**src/rtl/seq_mult32_if.sv**
```systemverilog
// Operand/result handshake bundle between the operand-entry stage,
// the shift-add multiplier and the display/result stage.
interface seq_mult32_if #(
  parameter int unsigned WIDTH = 32
) ();

  // Operand side: valid/ready handshake carrying the A/B pair and mode
  logic               in_valid;
  logic               in_ready;
  logic [WIDTH-1:0]   op_a;
  logic [WIDTH-1:0]   op_b;
  logic               signed_mode;

  // Result side: product held until the consumer takes it
  logic               out_valid;
  logic               out_ready;
  logic [2*WIDTH-1:0] result;

  // Status
  logic               busy;

  // Upstream/downstream agent view: drives operands and out_ready
  modport master (
    output in_valid,
    output op_a,
    output op_b,
    output signed_mode,
    output out_ready,
    input  in_ready,
    input  out_valid,
    input  result,
    input  busy
  );

  // Multiplier view
  modport slave (
    input  in_valid,
    input  op_a,
    input  op_b,
    input  signed_mode,
    input  out_ready,
    output in_ready,
    output out_valid,
    output result,
    output busy
  );

endinterface

```
**src/rtl/seq_mult32.sv**
```systemverilog
// Multi-cycle shift-add multiplier: one multiplier bit per clock on operand
// magnitudes, sign applied in a final step, result held until consumed.
module seq_mult32 #(
  parameter int unsigned WIDTH = 32
) (
  input  logic         clk,
  input  logic         rst,
  seq_mult32_if.slave  bus
);

  localparam int unsigned PW = 2 * WIDTH;        // product width
  localparam int unsigned AW = PW + 1;           // accumulator keeps the add carry
  localparam int unsigned CW = $clog2(WIDTH + 1); // bit counter width

  typedef enum logic [1:0] {
    S_IDLE = 2'd0,
    S_RUN  = 2'd1,
    S_SIGN = 2'd2,
    S_DONE = 2'd3
  } state_t;

  state_t           state;
  state_t           state_next;

  logic [WIDTH-1:0] mag_a;
  logic [WIDTH-1:0] mag_b;
  logic             neg;
  logic [AW-1:0]    acc;
  logic [CW-1:0]    cnt;
  logic [PW-1:0]    result_q;

  logic             in_ready_q;
  logic             out_valid_q;
  logic             busy_q;
  logic             in_ready_d;
  logic             out_valid_d;
  logic             busy_d;

  logic [WIDTH-1:0] abs_a_c;
  logic [WIDTH-1:0] abs_b_c;
  logic             neg_in_c;
  logic             last_c;
  logic [WIDTH:0]   addend_c;
  logic [WIDTH:0]   upper_c;
  logic [AW-1:0]    acc_step_c;
  logic [PW-1:0]    prod_neg_c;

  // Operand magnitudes and one shift-add step of the accumulator
  always_comb begin
    abs_a_c    = bus.op_a;
    abs_b_c    = bus.op_b;
    neg_in_c   = bus.signed_mode & (bus.op_a[WIDTH-1] ^ bus.op_b[WIDTH-1]);
    // -2^(WIDTH-1) negates to itself, which read unsigned is its magnitude
    if (bus.signed_mode && bus.op_a[WIDTH-1]) abs_a_c = ~bus.op_a + WIDTH'(1);
    if (bus.signed_mode && bus.op_b[WIDTH-1]) abs_b_c = ~bus.op_b + WIDTH'(1);
    last_c     = (cnt == CW'(WIDTH - 1));
    addend_c   = mag_b[0] ? {1'b0, mag_a} : '0;
    upper_c    = acc[AW-1:WIDTH] + addend_c;
    acc_step_c = {upper_c, acc[WIDTH-1:0]} >> 1;
    prod_neg_c = ~acc[PW-1:0] + PW'(1);
  end

  // State register
  always_ff @(posedge clk) begin
    if (rst) state <= S_IDLE;
    else     state <= state_next;
  end

  // Next-state logic
  always_comb begin
    state_next = state;
    case (state)
      S_IDLE:  if (bus.in_valid)  state_next = S_RUN;
      S_RUN:   if (last_c)        state_next = S_SIGN;
      S_SIGN:                     state_next = S_DONE;
      S_DONE:  if (bus.out_ready) state_next = S_IDLE;
      default:                    state_next = S_IDLE;
    endcase
  end

  // Status outputs decoded from the upcoming state so they register with it
  always_comb begin
    in_ready_d  = 1'b0;
    out_valid_d = 1'b0;
    busy_d      = 1'b0;
    case (state_next)
      S_IDLE:  in_ready_d  = 1'b1;
      S_RUN:   busy_d      = 1'b1;
      S_SIGN:  busy_d      = 1'b1;
      S_DONE:  out_valid_d = 1'b1;
      default: in_ready_d  = 1'b0;
    endcase
  end

  // Status output registers
  always_ff @(posedge clk) begin
    if (rst) begin
      in_ready_q  <= 1'b1;
      out_valid_q <= 1'b0;
      busy_q      <= 1'b0;
    end else begin
      in_ready_q  <= in_ready_d;
      out_valid_q <= out_valid_d;
      busy_q      <= busy_d;
    end
  end

  // Datapath: capture at accept, shift-add in RUN, apply sign in SIGN
  always_ff @(posedge clk) begin
    if (rst) begin
      mag_a    <= '0;
      mag_b    <= '0;
      neg      <= 1'b0;
      acc      <= '0;
      cnt      <= '0;
      result_q <= '0;
    end else begin
      case (state)
        S_IDLE: begin
          if (bus.in_valid) begin
            mag_a <= abs_a_c;
            mag_b <= abs_b_c;
            neg   <= neg_in_c;
            acc   <= '0;
            cnt   <= '0;
          end
        end
        S_RUN: begin
          acc   <= acc_step_c;
          mag_b <= mag_b >> 1;
          cnt   <= cnt + CW'(1);
        end
        S_SIGN: begin
          result_q <= neg ? prod_neg_c : acc[PW-1:0];
        end
        default: begin
        end
      endcase
    end
  end

  assign bus.in_ready  = in_ready_q;
  assign bus.out_valid = out_valid_q;
  assign bus.busy      = busy_q;
  assign bus.result    = result_q;

endmodule
```
**src/flat_wrapper.sv**
```systemverilog
// flat-port wrapper written by rule: the top's interface ports become plain ports
module seq_mult32_flat 
#(
  parameter int unsigned WIDTH = 32
)
  (clk, rst, bus_in_valid, bus_op_a, bus_op_b, bus_signed_mode, bus_out_ready, bus_in_ready, bus_out_valid, bus_result, bus_busy);
  seq_mult32_if #(.WIDTH(WIDTH)) bus_i ();
  input  logic clk;
  input  logic rst;
  input wire logic [$bits(bus_i.in_valid)-1:0] bus_in_valid;
  input wire logic [$bits(bus_i.op_a)-1:0] bus_op_a;
  input wire logic [$bits(bus_i.op_b)-1:0] bus_op_b;
  input wire logic [$bits(bus_i.signed_mode)-1:0] bus_signed_mode;
  input wire logic [$bits(bus_i.out_ready)-1:0] bus_out_ready;
  output wire logic [$bits(bus_i.in_ready)-1:0] bus_in_ready;
  output wire logic [$bits(bus_i.out_valid)-1:0] bus_out_valid;
  output wire logic [$bits(bus_i.result)-1:0] bus_result;
  output wire logic [$bits(bus_i.busy)-1:0] bus_busy;
  assign bus_i.in_valid = bus_in_valid;
  assign bus_i.op_a = bus_op_a;
  assign bus_i.op_b = bus_op_b;
  assign bus_i.signed_mode = bus_signed_mode;
  assign bus_i.out_ready = bus_out_ready;
  assign bus_in_ready = bus_i.in_ready;
  assign bus_out_valid = bus_i.out_valid;
  assign bus_result = bus_i.result;
  assign bus_busy = bus_i.busy;
  seq_mult32 #(.WIDTH(WIDTH)) u_core (.clk(clk), .rst(rst), .bus(bus_i));
endmodule
```
**config.mk**
```make
export PLATFORM = sky130hd
export DESIGN_NAME = seq_mult32_flat
export DESIGN_NICKNAME = d
export VERILOG_FILES = /design/src/rtl/seq_mult32_if.sv /design/src/rtl/seq_mult32.sv /design/src/flat_wrapper.sv
export SDC_FILE = /design/constraint.sdc
export NUM_CORES = 1
export LEC_CHECK = 0
export BUFFER_PORTS_ARGS = -buffer_cell sky130_fd_sc_hd__buf_4
export CAP_MARGIN = 20
export CORE_AREA = 2 2 151 153
export CTS_BUF_LIST = sky130_fd_sc_hd__clkbuf_8 sky130_fd_sc_hd__clkbuf_16
export DETAILED_ROUTE_END_ITERATION = 10
export DIE_AREA = 0 0 153 155
export PLACE_DENSITY = 0.76
export SLEW_MARGIN = 25
export SYNTH_ARGS = -nofsm -noshare
export SYNTH_HDL_FRONTEND = slang
export SYNTH_SLANG_ARGS = --single-unit
```
**constraint.sdc**
```tcl
create_clock -name clk -period 3.14 [get_ports clk]
set_clock_uncertainty 0.2 [all_clocks]
set_input_delay 0.314 -clock clk [delete_from_list [all_inputs] [get_ports clk]]
set_output_delay 0.314 -clock clk [all_outputs]
set_load 0.01 [all_outputs]
```
## Word level (Yosys, flattened, before mapping)

Cells that the tools add are included.

- Logic and storage cells: 53
- Bits of input ports: 69
- Flip-flop bits (word level): 205

- Add/sub/neg operators: 5
- Eq/ne operators: 8
- Mux-type cells: 17
- Bitwise operators: 5
- Reductions and logical operators: 8

Operators with widths:

| operator | number |
|---|---|
| $pmux W65 S2 | 1 |
| $mux W32 | 4 |
| $mux W65 | 1 |
| $add A32 B1 Y32 const B | 2 |
| $add A64 B1 Y64 const B | 1 |
| $mux W64 | 1 |
| $not A32 Y32 | 2 |
| $not A64 Y64 | 1 |
| $pmux W32 S2 | 1 |
| $add A33 B33 Y33 | 1 |
| $pmux W6 S2 | 1 |
| $eq A2 B2 Y1 const B | 4 |
| $pmux W2 S4 | 1 |
| $add A6 B1 Y6 const B | 1 |
| $eq A6 B5 Y1 const B | 1 |
| $mux W2 | 3 |
| $mux W6 | 1 |
| $eq A2 B1 Y1 const B | 2 |
| $logic_not A2 Y1 | 2 |
| $reduce_and A2 Y1 | 2 |
| $mux W1 | 3 |
| $logic_and A1 B1 Y1 | 2 |
| $ne A2 B2 Y1 const B | 1 |
| $reduce_bool A2 Y1 | 1 |
| other kinds (3) | 3 |

## Depth between registers and ports, before layout

Gate-level depths: netlist (run 1).

- Depth in word-level cells: 6
- Depth in mapped cells: 13
- Mapped depth without buffers: 12

## Least setup slack after synthesis (run 1)

No wires, ideal clock.

- Path type: register to register
- From: reg u_core.mag_b[0]
- To: reg u_core.acc[53]
- Cell stages (with the launch flop): 14
- Required time: 2812 ps
- Setup slack: -177 ps
- Arrival: 2989 ps
- Buffers on the path: 1
- Cells stage by stage: dfxtp_1 clkbuf_1 and2_1 ha_1 inv_1 fa_1 nor2b_1 o2111ai_1 a2111oi_0 o32ai_1 o21a_1 a21oi_1 xnor2_1 o21ai_0

- Longest elaborated chain between the ends: 3

RTL lines:

| what | RTL line | text |
|---|---|---|
| start, declared | seq_mult32.sv:26 | `logic [WIDTH-1:0] mag_b;` |
| start signal, assigned | seq_mult32.sv:122 | `mag_b <= abs_b_c;` |
| start signal, assigned | seq_mult32.sv:130 | `mag_b <= mag_b >> 1;` |
| $mux W32 | seq_mult32.sv:57 | `addend_c = mag_b[0] ? {1'b0, mag_a} : '0;` |
| $add A33 B33 Y33 | seq_mult32.sv:58 | `upper_c = acc[AW-1:WIDTH] + addend_c;` |
| $pmux W65 S2 | seq_mult32.sv:118 | `case (state)` |
| end signal, assigned | seq_mult32.sv:129 | `acc <= acc_step_c;` |
| end, declared | seq_mult32.sv:28 | `logic [AW-1:0] acc;` |

Every way passes these cells.
A chain may end at the register's enable or synchronous reset.

## Worst setup path in the final report (run 1)

Same ends and word-level chain as after synthesis.

==> out/results.ini, run 1 <==
[synthesis]
proportion_of_synthesized_chip_area_in_sequential_cells_pct = 35.3
synth_async_sr_flop_share_pct = 0
synth_compound_area_share_pct = 24.4
synthDominantAreaCellType = sky130_fd_sc_hd__dfxtp_1
dominantRegCellSynth = sky130_fd_sc_hd__dfxtp_1
synth_mux_area_share_pct = 0.444
post_synth_inst_count = 1415
synth_nets = 1523
synthSimpleGateAreaFrac_pct = 21.3
synth.yosys.warnings = 0
synth-seq-cells = 204
yosys.area.top_type_share_pct = 35.3
synth_top_family_by_area = compound AO/OA/AOI/OAI gates
synth-adder-area-share_pct = 4.28
synthesis.area_um2 = 11600
count_of_flip_flops_with_a_built_in_enable_after_synthesis = 0
post_synthesis_xor_xnor_area_fraction_pct = 10.7
top_cells_by_area_in_the_synthesized_netlist = sky130_fd_sc_hd__dfxtp_1, sky130_fd_sc_hd__xor2_1, sky130_fd_sc_hd__nor2_1
netlist-cell-type-count = 69
postSynthAreaPerCell_um2 = 8.17

[worst_setup_path]
type_of_destination_of_the_critical_path = register
cpPeakStageDelay_ns = 0.37
path_cells = and2_1 > ha_2 > inv_1 > fa_2 > nor2b_4 > o2111ai_4 > a2111oi_4 > o32ai_2 > buf_4 > o21a_4 > a21oi_4 > xnor2_1 > o21ai_0
crit_type = register to register
worstPathRequired_ns = 3.29
crit-reg2reg-capture = u_core.acc[53]
crit_path_start_kind = register
max_fanout_on_critical_path = 4
critPathSlowestCell = sky130_fd_sc_hd__fa_2
ff2ff_path_depth = 13
cp_data_arrival_time_ns = 3.17
worst_setup_path_startpoint = u_core.mag_b[0]
critPathCapture = u_core.acc[53]
timing.reg2reg.setup_slack_ns = 0.12
r2r-start = u_core.mag_b[0]

[floorplan]
number_of_top_level_pins = 136
initial_utilization_pct = 52.0
die_height_um = 155
chipWidth_um = 153
fp.coreArea_um2 = 22200
floorplan.die_area_um2 = 23700
rows = 55

[placed_design]
placed_cells_incl_taps = 1800
gp_congestion = 0.938
io_buffers = 135
detailedPlacementHpwl_mm = 21.2

[cts]
h_tree_depth = 1
clkSlewWorstSetupHoldPaths_ns = 0.06
cts-root-buf = sky130_fd_sc_hd__clkbuf_16
tritoncts.num_buffers = 22
clkSinkCount = 204
clkLatencyLatePin_ns = 0.51
clk_path_buf_depth = 3
clock_tree_from_tritoncts = built

[route]
totalWireLength_mm = 29.9
drt-pass1-iter-count = 6
drcViolationCount = 0
vias = 10850
initialDrtViolationCount = 796
routed_wire_length_per_instance_um = 15.9
drt-vias-per-instance = 5.77
detail-route-antenna-nets = 0

[flow_run]
max_cap_violations = 0

[power_and_ir_drop]
irDropWorstVdd_v = 0.000273
power_density_nw_per_um2 = 436
power_leakage_nw = 5.78
total_power_of_the_final_layout_mw = 6.33

[sta]
period_share_pct = 96.1
achievable-frequency_mhz = 331
timing.final.hold_violations = 0
worst_slew_margin_rel_pct = 43.6
timing_worst_slew_pin_value_ns = 0.846
slew_violations = 0
layout_min_cycle_time_ns = 3.02
setup_tns_ns = 0
finalSetupViolCount = 0

[global_route]
use_met3_pct = 2.81
layer_with_the_highest_usage_after_global_routing = met2
overall_global_routing_resource_usage_pct = 24.0
globalRouteOverflowTotal = 0
first_global_vias = 9877
groute.layer.met1.usage_pct = 34.6
first_pass_grt_wire_length_mm = 48.5
grt_antenna_before_repair = 0
met2_capacity_usage_during_global_routing_pct = 38.9
largest_net_degree_at_the_start_of_global_routing = 81

[hold_path]
worstHoldPathType = primary input to register

[cells_and_area]
post_route_cells_drive_above_1_share_pct = 19.1
fin_cells = 1880
finish.net_count = 1687
insertedDiodeCount = 0
area_added_between_synthesis_and_finish_pct = 25.5

[run_status]
status = finished, final reports clean

sequential cells by signal (all words and copies together) (netlist names):
name and cells:
u_core.bus.busy 1, u_core.bus.in_ready 1, u_core.mag_b 32, u_core.bus.result 64, u_core.state 2, u_core.acc 64, u_core.mag_a 32, u_core.cnt 6
u_core.neg 1, u_core.bus.out_valid 1
per-layer routing:
metal	vias to the layer above	routed length [µm]	share of wire, %
met5	-	0	0
met4	0	412	1.4
met3	27	1930	6.5
met2	328	13500	45
met1	5032	14000	47
li1	5463	-	-
per-stage QoR:
| step | setup slack (ns) | hold WS, ns | cell area (µm²) | util (%) |
|---|---|---|---|---|
| 2_1_floorplan | 0.0264 | 0.232 | 11600 | - |
| 4_1_cts | 0.00260 | 0.00104 | 14300 | 64.2 |
| 5_1_grt | -0.0428 | 0.0155 | 14500 | 65.3 |
| 3_5_place_dp | -0.0613 | 0.245 | 13100 | 58.8 |
| 6_report | 0.122 | 0.00975 | 14500 | 65.3 |
| 3_3_place_gp | -0.00319 | 0.238 | 13100 | 58.8 |
worst max-delay path, delay by kind of cell, from the launching register on:
| family | cells | cell delay [ns] |
|---|---|---|
| adder cells (fa/ha/maj) | 2 | 0.54 |
| flip-flops | 1 | 0.33 |
| AO/OA/AOI/OAI | 6 | 1.14 |
| buffers and inverters | 2 | 0.22 |
| XOR/XNOR | 1 | 0.13 |
| AND/OR/NAND/NOR | 2 | 0.30 |
power by group:
group | total (mW) | leakage, nW | switching [mW] | internal [mW]
registers | 2.73 | 1.66 | 0.0602 | 2.67
clock network | 2.82 | 0.394 | 1.07 | 1.75
logic | 0.782 | 3.73 | 0.441 | 0.341
logic make-up after synthesis:
family / Yosys count
mux: 5
compound gates: 409
xor+xnor: 141
simple gates: 505
buf+inv: 112
fa+ha+maj: 39
flops: 204
synth_stat cells, drive strengths merged, types with 14 or more instances:
library cell / n
dfxtp: 204
and2: 36
o41ai: 16
clkbuf: 83
a211oi: 60
ha: 38
o31ai: 33
nand2: 133
a222oi: 28
nor3: 29
xor2: 90
o21ai: 91
nor4: 14
inv: 22
nand3: 27
or3: 17
xnor2: 51
a22oi: 42
nor2: 183
a21oi: 74
final cells by class:
| cell class | count | area [µm²] |
|---|---|---|
| clock buffer | 31 | 674 |
| clock inverter | 9 | 143 |
| sequential | 204 | 4090 |
| multi-input combinational | 1099 | 7300 |
| fill | 1945 | 7720 |
| inverter | 22 | 82.6 |
| tap | 285 | 357 |
| timing repair buffer | 230 | 1870 |
worst min path at each step:
stage / start / to / slack (ns) / cells after the start
2_1_floorplan: u_core.mag_a[0] / u_core.mag_a[0] / 0.23 / 2
3_3_place_gp: u_core.bus.result[56] / u_core.bus.result[56] / 0.24 / 2
5_1_grt: bus_op_b[12] / u_core.mag_b[12] / 0.02 / 4
4_1_cts: bus_op_b[27] / u_core.mag_b[27] / 0.001 / 4
6_report: bus_op_b[27] / u_core.mag_b[27] / 0.01 / 4
3_5_place_dp: u_core.bus.result[62] / u_core.bus.result[62] / 0.25 / 2
placed cells by master (no fill, tap or decap), drive strengths merged, types with 37 or more instances in the layout:
cell	netlist	final
xnor2	51	51
nand2	133	133
a211oi	60	60
nor2	183	183
a22oi	42	42
a21oi	74	74
ha	38	38
dlygate4sd3	0	37
dfxtp	204	204
xor2	90	90
buf	7	193
o21ai	91	91
what timing repair did:
| item | in CTS | in global routing |
|---|---|---|
| setup buffers | 0 | 3 |
| gates resized for setup | 1 | 42 |
| hold buffers | 37 | 0 |
| endpoints found under the hold margin | 37 | 0 |
| pin swaps | 0 | 9 |
| gates cloned | 0 | 0 |
| setup endpoints to repair | 1 | 23 |
(Power assumes the default switching activity.)
==> run 2: changes to the inputs <==
--- a/config.mk
+++ b/config.mk
@@ -6,12 +6,12 @@
 export NUM_CORES = 1
 export LEC_CHECK = 0
 export BUFFER_PORTS_ARGS = -buffer_cell sky130_fd_sc_hd__buf_4
-export CAP_MARGIN = 20
-export CORE_AREA = 2 2 151 153
-export CTS_BUF_LIST = sky130_fd_sc_hd__clkbuf_8 sky130_fd_sc_hd__clkbuf_16
+export CAP_MARGIN = 10
+export CORE_AREA = 2 2 149 151
+export CTS_BUF_LIST = sky130_fd_sc_hd__clkbuf_8
 export DETAILED_ROUTE_END_ITERATION = 10
-export DIE_AREA = 0 0 153 155
-export PLACE_DENSITY = 0.76
+export DIE_AREA = 0 0 151 153
+export PLACE_DENSITY = 0.78
 export SLEW_MARGIN = 25
 export SYNTH_ARGS = -nofsm -noshare
 export SYNTH_HDL_FRONTEND = slang
==> run 2 against run 1 <==
Sequential share of layout area is 0.096 points higher. Combinational power is 2% higher. Register-to-register slack hardly changed. Final cell count is 1.4% higher. Clock power is 18% lower. Via count is 1.9% higher. First-iteration DRC count is 1.1% lower. Die area is 2.6% lower. Global-route usage is 1.3 points higher. Count of clock-buffer cells in the layout is 12 higher. Critical path type unchanged. Largest cell class unchanged.
==> out/results.ini, run 2 (synthesis gave the netlist of run 1 again) <==
[worst_setup_path]
critPathSlowestCell = sky130_fd_sc_hd__or4_4
cp_data_arrival_time_ns = 3.22
crit_path_start_kind = register
worst-path-buf-inv = 0
path_cells = or4_4 > nor3_4 > nand4_2 > or3_4 > or2_4 > o41ai_2 > xor2_1 > o21ai_1
worstPathRequired_ns = 3.35
crit_type = register to register
max_fanout_on_critical_path = 7
cpPeakStageDelay_ns = 0.59
type_of_destination_of_the_critical_path = register
critical_path.top_delay_family = simple AND/OR/NAND/NOR gates

[cts]
clkLatencyLatePin_ns = 0.53
h_tree_depth = 2
clkSlewWorstSetupHoldPaths_ns = 0.06
clkSinkCount = 204
tritoncts.num_buffers = 34
clock_tree_from_tritoncts = built
cts-root-buf = sky130_fd_sc_hd__clkbuf_8
clk_path_buf_depth = 3

[placed_design]
placed_cell_area_um2 = 13100
io_buffers = 135
placement.setup.worst_slack_ns = -0.0591
gp_congestion = 0.904
detailedPlacementHpwl_mm = 21.5

[sta]
timing_worst_slew_pin_value_ns = 0.836
timing.final.hold_violations = 0
worst_hold_slack_ns = 0.0152
layout_min_cycle_time_ns = 3.01
postLayoutSetupSlackWorst_ns = 0.127
grt_setup_unrepaired = true
achievable-frequency_mhz = 332
period_share_pct = 96.0
slew_violations = 0
finalSetupViolCount = 0
worst_slew_margin_rel_pct = 44.3

[floorplan]
rows = 54
number_of_top_level_pins = 136
initial_utilization_pct = 53.8
die_height_um = 153
chipWidth_um = 151
fp.coreArea_um2 = 21500
floorplan.die_area_um2 = 23100

[power_and_ir_drop]
p_clk_share_pct = 39.5
combPwrFrac_pct = 13.6
power_leakage_nw = 5.83
pwr-share-seq_pct = 46.9
total_switching_power_mw = 1.57
power_density_nw_per_um2 = 403
total_power_of_the_final_layout_mw = 5.83
intPower_mw = 4.26
irDropWorstVdd_v = 0.000214
p_sw_share_pct = 27.0

[cells_and_area]
highest_count_cells_in_the_layout_ignoring_fill_and_taps = sky130_fd_sc_hd__dfxtp_1, sky130_fd_sc_hd__buf_4, sky130_fd_sc_hd__nor2_1, sky130_fd_sc_hd__nand2_1, sky130_fd_sc_hd__xor2_1
most_frequent_standard_cell_in_the_layout_excluding_fill_and_tap_cells = sky130_fd_sc_hd__dfxtp_1
stdcell_area_um2 = 14500
area_added_between_synthesis_and_finish_pct = 25.1
insertedDiodeCount = 0
fin_util_pct = 67.3
post_route_cells_drive_above_1_share_pct = 19.6
finish.net_count = 1710

[route]
detail-route-antenna-nets = 0
drt-vias-per-instance = 5.80
drcViolationCount = 0
vias = 11057
initialDrtViolationCount = 787
routed_wire_length_per_instance_um = 16.0
drt-pass1-iter-count = 6
totalWireLength_mm = 30.5

[global_route]
grt_antenna_before_repair = 0
overall_global_routing_resource_usage_pct = 25.3
largest_net_degree_at_the_start_of_global_routing = 82
first_pass_grt_wire_length_mm = 48.7
globalRouteOverflowTotal = 0
first_global_vias = 10062

[hold_path]
worstHoldPathType = primary input to register

[flow_run]
max_cap_violations = 0

[run_status]
status = finished, final reports clean

## run 2: per-stage QoR
stage                     instances  setup TNS, ns
after floorplan                1415              0
after global placement         1796              0
after detailed placement       1796         -0.156
after CTS                      1902              0
after global routing           1906        -0.0577
final                          1906              0
## run 2: what timing repair did
action,CTS,global route
setup buffers,1,5
hold buffers,45,0
endpoints found under the hold margin,44,0
pin swaps,1,11
setup endpoints to repair,4,22
resized for setup,1,46
## run 2: final cells by class
type	count	area [µm²]
sequential	204	4090
clock inverter	17	78.8
timing repair buffer	241	1950
multi-input combinational	1099	7330
inverter	22	82.6
fill	1808	7020
tap	280	350
clock buffer	43	592
## run 2: worst min-delay path: cells and delay by family
family / cells / cell delay, ns
xor gates and xnor gates: 1 / 0.11
and+or+nand+nor: 1 / 0.09
buffers and inverters: 1 / 0.10
AOI/OAI and AO/OA: 1 / 0.08
## run 2: path summary, 6_finish.rpt
| kind | start | end | slack (ns) | depth (start not counted) |
|---|---|---|---|---|
| worst max-delay path | u_core.acc[9] | u_core.bus.result[49] | 0.13 | 8 |
| worst min-delay path | bus_op_b[16] | u_core.mag_b[16] | 0.02 | 4 |
| worst max register to register | u_core.acc[9] | u_core.bus.result[49] | 0.13 | 8 |
| worst min register to register | u_core.bus.result[51] | u_core.bus.result[51] | 0.25 | 2 |
## run 2: routing by layer
layer,routed length [µm],part of all wire (%),track usage [%]
met1,14200,47,36.8
met2,13700,45,39.0
met3,1920,6.3,3.10
met4,610,2.0,8.06
met5,0,0,0
## run 2: power by group through the flow
| stage | combinational, mW | clock (mW) | sequential [mW] |
|---|---|---|---|
| finish | 0.795 | 2.30 | 2.73 |
| global route | 0.872 | 2.45 | 2.74 |
| CTS | 0.775 | 2.34 | 2.73 |
| detailed placement | 0.729 | 0 | 2.79 |
| global placement | 0.714 | 0 | 2.78 |
| floorplan | 0.491 | 0 | 2.76 |
==> run 3: changes to the inputs <==
--- a/config.mk
+++ b/config.mk
@@ -7,10 +7,12 @@
 export LEC_CHECK = 0
 export BUFFER_PORTS_ARGS = -buffer_cell sky130_fd_sc_hd__buf_4
 export CAP_MARGIN = 10
-export CORE_AREA = 2 2 149 151
+export CELL_PAD_IN_SITES_DETAIL_PLACEMENT = 0
+export CELL_PAD_IN_SITES_GLOBAL_PLACEMENT = 1
+export CORE_AREA = 2 2 171 173
 export CTS_BUF_LIST = sky130_fd_sc_hd__clkbuf_8
 export DETAILED_ROUTE_END_ITERATION = 10
-export DIE_AREA = 0 0 151 153
+export DIE_AREA = 0 0 173 175
 export PLACE_DENSITY = 0.78
 export SLEW_MARGIN = 25
 export SYNTH_ARGS = -nofsm -noshare
==> run 3 against run 2 <==
Global-route usage shrank 5.1 points. Worst hold slack gained 0.013 ns. Critical endpoint is now u_core.acc[53]. Register-to-register slack got worse by 0.03 ns. Critical path type unchanged. Critical path depth up 5. Sequential power barely moved. Maximum frequency down 1.1%. First-iteration DRC count increased by 7.6%.
==> out/results.ini, run 3 (synthesis gave the netlist of run 1 again) <==
[run_status]
status = finished, final reports clean

[power_and_ir_drop]
pwr-share-seq_pct = 46.5
combPwrFrac_pct = 13.6
total_switching_power_mw = 1.59
irDropWorstVdd_v = 0.000192
p_clk_share_pct = 39.9
intPower_mw = 4.28
power_density_nw_per_um2 = 405
power_leakage_nw = 5.88
p_sw_share_pct = 27.1

[worst_setup_path]
crit_path_start_kind = register
worstPathRequired_ns = 3.35
cpPeakStageDelay_ns = 0.41
crit_type = register to register
critical_path.top_delay_family = compound AO/OA/AOI/OAI gates
critPathSlowestCell = sky130_fd_sc_hd__a2111oi_4
r2r-start = u_core.mag_b[0]
max_fanout_on_critical_path = 4
worst_setup_path_startpoint = u_core.mag_b[0]
worst-path-buf-inv = 2
type_of_destination_of_the_critical_path = register
path_cells = and2_1 > ha_1 > inv_1 > fa_2 > nor2b_4 > o2111ai_2 > a2111oi_4 > o32ai_1 > buf_4 > o21a_1 > a21oi_2 > xnor2_1 > o21ai_0
cp_data_arrival_time_ns = 3.26

[cts]
tritoncts.num_buffers = 36
h_tree_depth = 2
clkSinkCount = 204
clock_tree_from_tritoncts = built
clkLatencyLatePin_ns = 0.53
cts-root-buf = sky130_fd_sc_hd__clkbuf_8
clk_path_buf_depth = 3
clkSlewWorstSetupHoldPaths_ns = 0.06
post-cts-setup-buffers = 0

[sta]
timing_worst_slew_pin_value_ns = 0.856
worst_slew_margin_rel_pct = 42.9
layout_min_cycle_time_ns = 3.05
slew_violations = 0
grt_setup_unrepaired = true
period_share_pct = 97.0
achievable-frequency_mhz = 328
postLayoutSetupSlackWorst_ns = 0.0939
timing.final.hold_violations = 0
finalSetupViolCount = 0

[global_route]
groute.layer.met1.usage_pct = 29.3
overall_global_routing_resource_usage_pct = 20.2
first_global_vias = 10135
grt_antenna_before_repair = 0
use_met3_pct = 3.11
globalRouteOverflowTotal = 0
layer_with_the_highest_usage_after_global_routing = met2
first_pass_grt_wire_length_mm = 51.5
largest_net_degree_at_the_start_of_global_routing = 166
met2_capacity_usage_during_global_routing_pct = 31.4

[placed_design]
detailedPlacementHpwl_mm = 22.3
gp_congestion = 0.893
io_buffers = 135
placed_cells_incl_taps = 1901
placement.setup.worst_slack_ns = -0.0567

[floorplan]
rows = 62
number_of_top_level_pins = 136
fp.coreArea_um2 = 28400
die_height_um = 175
floorplan.die_area_um2 = 30300
initial_utilization_pct = 40.7
chipWidth_um = 173

[flow_run]
max_cap_violations = 0

[route]
drt-pass1-iter-count = 7
drcViolationCount = 0
drt-vias-per-instance = 5.35
vias = 10768
detail-route-antenna-nets = 0
routed_wire_length_per_instance_um = 15.6
totalWireLength_mm = 31.4
initialDrtViolationCount = 847

[cells_and_area]
finish.net_count = 1716
post_route_cells_drive_above_1_share_pct = 17.9
highest_count_cells_in_the_layout_ignoring_fill_and_taps = sky130_fd_sc_hd__dfxtp_1, sky130_fd_sc_hd__buf_4, sky130_fd_sc_hd__nor2_1, sky130_fd_sc_hd__nand2_1, sky130_fd_sc_hd__xor2_1
insertedDiodeCount = 0
fin_cells = 2013
area_added_between_synthesis_and_finish_pct = 25.6
most_frequent_standard_cell_in_the_layout_excluding_fill_and_tap_cells = sky130_fd_sc_hd__dfxtp_1

[hold_path]
hold_start = bus_op_a[8]
worstHoldPathType = primary input to register

[run 3: power groups by stage]
stage	Sequential, mW	Combinational [mW]	Clock, mW
4_1_cts	2.73	0.799	2.41
3_5_place_dp	2.79	0.744	0
3_3_place_gp	2.78	0.737	0
5_1_grt	2.74	0.887	2.52
2_1_floorplan	2.76	0.491	0
6_report	2.73	0.801	2.34
[run 3: final timing paths]
path	end	slack, ns	depth (start not counted)
setup / recovery	u_core.acc[53]	0.09	13
hold / removal	u_core.mag_a[9]	0.03	4
setup reg to reg	u_core.acc[53]	0.09	13
hold reg to reg	u_core.bus.result[49]	0.25	2
[run 3: worst register-to-register path, cell delays in order, from the launching register on]
cell	delay [ns]
sky130_fd_sc_hd__dfxtp_1	0.34
sky130_fd_sc_hd__and2_1	0.13
sky130_fd_sc_hd__ha_1	0.16
sky130_fd_sc_hd__inv_1	0.06
sky130_fd_sc_hd__fa_2	0.37
sky130_fd_sc_hd__nor2b_4	0.13
sky130_fd_sc_hd__o2111ai_2	0.16
sky130_fd_sc_hd__a2111oi_4	0.41
sky130_fd_sc_hd__o32ai_1	0.13
sky130_fd_sc_hd__buf_4	0.16
sky130_fd_sc_hd__o21a_1	0.21
sky130_fd_sc_hd__a21oi_2	0.21
sky130_fd_sc_hd__xnor2_1	0.16
sky130_fd_sc_hd__o21ai_0	0.10
[run 3: repair_timing]
| item | CTS | global route |
|---|---|---|
| endpoints found under the hold margin | 49 | 0 |
| hold buffers | 53 | 0 |
| gates resized for setup | 1 | 17 |
| pin swaps | 1 | 4 |
| setup endpoints to repair | 5 | 19 |
[run 3: cell type report]
type | instances | area, µm²
tap | 384 | 480
multi-input combinational | 1099 | 7180
inverter | 22 | 82.6
clock inverter | 15 | 66.3
clock buffer | 44 | 606
timing repair buffer | 245 | 2030
fill | 2826 | 13900
sequential | 204 | 4090
[run 3: routing by layer]
metal / share of wire, % / routed length [µm] / vias to the layer above
li1: - / - / 5526
met1: 51 / 16000 / 4954
met2: 43 / 13500 / 251
met3: 4.9 / 1550 / 37
met4: 1.5 / 467 / 0
met5: 0 / 0 / -
[run 3: stage by stage]
stage / hold WS [ns] / power (mW) / instance area, µm² / utilization, % / setup TNS (ns)
finish: 0.0285 / 5.88 / 14500 / 51.1 / 0
global route: 0.0199 / 6.15 / 14500 / 51.1 / -0.209
CTS: 0.00232 / 5.94 / 14400 / 50.8 / 0
detailed placement: 0.244 / 3.53 / 13200 / 46.6 / -0.158
global placement: 0.240 / 3.52 / 13200 / 46.6 / 0
floorplan: 0.232 / 3.25 / 11600 / - / 0
